File: src/rtl/programador_ciclos.sv
// rtl/programador_ciclos.sv - R-G-B dosing sequencer driving an external cycle timer.
// Define PROGRAMADOR_REDONDEO_EN to quantise intensities with rounding and saturation.
module programador_ciclos #(
  parameter int TIMEOUT = 20
) (
  input  logic       clk,
  input  logic       reset,
  input  logic       load,
  input  logic [7:0] r_in,
  input  logic [7:0] g_in,
  input  logic [7:0] b_in,
  input  logic       start,
  input  logic [2:0] flags,
  output logic [4:0] ciclos_R,
  output logic [4:0] ciclos_G,
  output logic [4:0] ciclos_B,
  output logic       enter,
  output logic [2:0] motor,
  output logic       busy,
  output logic       done,
  output logic       err
);

  typedef enum logic [2:0] {IDLE, ARM, RUN_R, RUN_G, RUN_B, FAULT} estado_t;

  localparam logic [4:0] LIMITE = 5'(TIMEOUT - 1);

  estado_t    estado;
  logic [4:0] cnt;
  logic       flag_fase;

  function automatic logic [4:0] cuantiza(input logic [7:0] x);
`ifdef PROGRAMADOR_REDONDEO_EN
    logic [8:0] s;
    s = {1'b0, x} + 9'd8;
    if (s[8]) return 5'd15;
    else      return {1'b0, s[7:4]};
`else
    return 5'(x >> 4);
`endif
  endfunction

  // Only the flag belonging to the active phase is ever looked at.
  always_comb begin
    flag_fase = 1'b0;
    case (estado)
      RUN_R:   flag_fase = flags[2];
      RUN_G:   flag_fase = flags[1];
      RUN_B:   flag_fase = flags[0];
      default: flag_fase = 1'b0;
    endcase
  end

  always_ff @(posedge clk or posedge reset) begin
    if (reset) begin
      estado   <= IDLE;
      cnt      <= 5'd0;
      ciclos_R <= 5'd0;
      ciclos_G <= 5'd0;
      ciclos_B <= 5'd0;
      enter    <= 1'b0;
      motor    <= 3'b000;
      busy     <= 1'b0;
      done     <= 1'b0;
      err      <= 1'b0;
    end else begin
      enter <= 1'b0;
      done  <= 1'b0;
      case (estado)
        IDLE: begin
          if (load) begin
            ciclos_R <= cuantiza(r_in);
            ciclos_G <= cuantiza(g_in);
            ciclos_B <= cuantiza(b_in);
          end
          if (start) begin
            estado <= ARM;
            enter  <= 1'b1;
            busy   <= 1'b1;
            cnt    <= 5'd0;
          end
        end
        ARM: begin
          estado <= RUN_R;
          motor  <= 3'b100;
          cnt    <= 5'd0;
        end
        RUN_R, RUN_G, RUN_B: begin
          // A flag arriving on the timeout cycle still advances the phase.
          if (flag_fase) begin
            cnt <= 5'd0;
            case (estado)
              RUN_R: begin
                estado <= RUN_G;
                motor  <= 3'b010;
              end
              RUN_G: begin
                estado <= RUN_B;
                motor  <= 3'b001;
              end
              default: begin
                estado <= IDLE;
                motor  <= 3'b000;
                busy   <= 1'b0;
                done   <= 1'b1;
              end
            endcase
          end else if (cnt == LIMITE) begin
            estado <= FAULT;
            motor  <= 3'b000;
            busy   <= 1'b0;
            err    <= 1'b1;
            cnt    <= 5'd0;
          end else begin
            cnt <= cnt + 5'd1;
          end
        end
        FAULT: begin
          if (start) begin
            estado <= IDLE;
            err    <= 1'b0;
          end
        end
        default: begin
          estado <= IDLE;
          motor  <= 3'b000;
          busy   <= 1'b0;
        end
      endcase
    end
  end

endmodule
File: config.mk
export PLATFORM = sky130hd
export DESIGN_NAME = programador_ciclos
export DESIGN_NICKNAME = d
export VERILOG_FILES = /design/src/rtl/programador_ciclos.sv
export SDC_FILE = /design/constraint.sdc
export NUM_CORES = 1
export LEC_CHECK = 0
export ABC_CLOCK_PERIOD_IN_PS = 1700
export CORE_MARGIN = 2
export CORE_UTILIZATION = 43
export DETAILED_ROUTE_END_ITERATION = 16
export PLACE_DENSITY = 0.8
export SLEW_MARGIN = 20
export SYNTH_ARGS = -nofsm -noshare
export SYNTH_HDL_FRONTEND = slang
export SYNTH_SLANG_ARGS = --single-unit
File: constraint.sdc
create_clock -name clk -period 1.7 [get_ports clk]
set_input_delay 0.425 -clock clk [delete_from_list [all_inputs] [get_ports clk]]
set_output_delay 0.425 -clock clk [all_outputs]
set_load 0.05 [all_outputs]
==> summary.md <==
| Metric | Value |
|---|---|
| Status | completed |
| Mapped cell area | 0.001378 mm^2 |
| HPWL Detailed | 2181 um |
| Top FF cell, synth | dfrtp_1 |
| Crit Path Class | reg -> reg |
| P&R area growth vs syn | 39.60% |
| Initial Util | 0.4512 |
| Vias | 1061 |
| Fin worst setup slack | 41.89 ps |
| Hold Fails Final Rpt | 0 |
| Worst Path Max Fanout | 8 |
| Pin count of the biggest net entering global routing | 28 |
| FF+latch count, synth | 27 |
| Nets | 201 |
| Global-route wire length before repair | roughly 4600 um |
| Die Footprint | 0.003672 mm^2 |
| Overflow after GRT | 0 |
| Pre-Repair DR Iteration Count | 4 |
| Commonest cells post-synth | 27 x dfrtp_1, 10 x mux2_4, 7 x a21oi_1, 7 x nor2b_1, 6 x inv_1 |
| Clock tree buffer depth | 2 |
| Leading area contributor after synthesis | dfrtp_1 |
| Share of layout cells above drive strength 1 | 0.3393 |
| Req. time, crit path | 1910 ps |
| Fin. max-slew vios | 0 |
| Gp weighted congestion | 0.8973 |
| Static leakage | between 0.8 and 0.9 nW |
| Top cells by area, synth | dfrtp_1 49%, mux2_4 11%, nor2b_1 3.2% |
| Synthesized area per cell | 11.58 um^2 |
| GRT Util Overall | 0.1658 |
| Critical Path Sink Type | register |
| # IOs | 53 |
| Seq/Total Area, Yosys | 0.4905 |
| Worst hold path type | in -> async |
| EDFF count, synth | 0 |
| Detail Route Antenna Nets | 0 |
| Initial antenna violation count | 0 |
| Drt initial violations | 30 |
| Drt drc | 0 |
| H-Tree Level Count | 1 |
| RSZ-0062 raised after global routing | no |
| Clock buffer count from CTS | 3 |
| Synth top area share | 0.4905 |
| Fraction of registers with async set/reset | 1.000 |
| Hold WS | 437.5 ps |
| CTS tree | built |
| Count of yosys warnings during synthesis | 0 |
| Post-route minimum period | 1658 ps |
| Overall Power | 3.798 mW |
| Post-Syn Instances | 119 |
| Post-CTS Hold Fix Bufs | 0 |
| Max_cap viols | 0 |
| Pwr dens | between 1500 and 2000 mW/mm^2 |
| Worst-Skew Late Latency | 320 ps |
| Finish-stage setup viols | 0 |
| Fmax | just over 600 MHz |
| Post-DR vias/cell | 5.005 |
| Clk_skew | 3.812 ps |
| Post-cts resize count | 0 |
| Die W | 60.60 um |
| Synth unique cells | 40 |
| Sink Count | 27 |
| Clk slew on worst S/H paths | ~150 ps |
| Rows | 20 |
| Ant. Diodes | 0 |
| Root Driver | clkbuf_4 |
| Worst ir drop on vdd | 0.9940 mV |
| Area of the core | approximately 0.0031 mm^2 |
| Post-Route WL | 2929 um |
| Die H | a little over 60 um |
| Worst EP arrival | 1870 ps |
| PortBufs | 37 |
| Post-DR wirelength/cell | 13.82 um |
| Post-CTS Setup Bufs | 0 |
| Critical Path Start Type | register |
| Vias in the first global route | 1066 |
| Pre-CTS WS | -195.9 ps |
| Final Cycle Share | 0.9754 |
| Most common cell in the netlist | dfrtp_1 |
## sequential cells by signal (all words and copies together), names as in the netlist
register	flops
busy	1
ciclos_B	4
ciclos_G	4
ciclos_R	4
cnt	5
done	1
enter	1
err	1
estado	3
motor	3
## kinds of logic (layout without fill, tap and decap cells)
logic type | count (synthesis) | in the layout | share of synthesized area
and+or+nand+nor | 33 | 33 | 0.1526
AOI/OAI and AO/OA | 29 | 29 | 0.1544
DFF | 27 | 27 | 0.4905
buffers and inverters | 15 | 62 | 0.05812
muxes | 13 | 13 | 0.1326
adders and majority gates | 1 | 1 | 0.009081
other | 1 | 3 | 0.002722
## final cells by class
cell class | count | area [um^2]
Timing Repair Buffer | 52 | 498.0
Inverter | 6 | 22.52
Sequential cell | 27 | 676.9
Clock buffer | 3 | 22.52
Fill cell | 249 | 1130
Clock inverter | 1 | 5.005
Multi-Input combinational cell | 79 | 643.1
Tap cell | 44 | 55.05
## report_power, final
group	switching, mW	total [mW]	internal (mW)
Sequential	0.221	1.12	0.900
Combinational	1.33	2.40	1.07
Clock	0.191	0.279	0.0882
## cell usage in the layout, fill, tap and decap left out, types with 2 or more instances in the layout
cell,instances
clkbuf_4,3
nand3_1,2
a211oi_1,3
nor2_1,5
buf_12,5
o21ai_0,3
clkdlybuf4s50_1,18
dfrtp_1,26
nand2b_1,4
conb_1,3
buf_4,29
inv_1,6
o22ai_1,3
nor2b_1,6
and3_1,3
a22o_1,3
mux2_1,2
mux2_4,10
nand2_1,4
a21oi_1,7
## through the flow
stage | setup TNS [ps] | cell area [um^2] | instances | utilization
final | 0 | 1923 | 212 | 0.6299
after global placement | -1040 | 1881 | 208 | 0.6160
after detailed placement | -1623 | 1881 | 208 | 0.6160
after floorplan | 0 | 1385 | 121 | -
after CTS | 0 | 1908 | 212 | 0.6250
after global routing | 0 | 1923 | 212 | 0.6299
## worst paths after layout
path	from	end	slack, ps	cells past startpoint
worst min-delay path	reset	ciclos_R[3]	440	3
max in group asynchronous	reset	estado[0]	990	3
worst max-delay path	estado[0]	cnt[4]	40	6
worst min register to register	err	err	520	2
worst max register to register	estado[0]	cnt[4]	40	6
min in group clk	err	err	520	2
## routing by layer
layer,vias up,wire [um],global-route usage
met5,-,0,0
met4,0,24,0.05280
met3,4,172,0.02985
met2,39,1364,0.2888
met1,503,1367,0.2090
li1,515,-,-
## critical path, stage by stage, from the launching register on
cell      delay (ps)
dfrtp_2          490
buf_4            180
nor4_1           290
buf_4            180
a21oi_2           50
a211oi_1         230
o22ai_1          120
(Power assumes the default switching activity.)
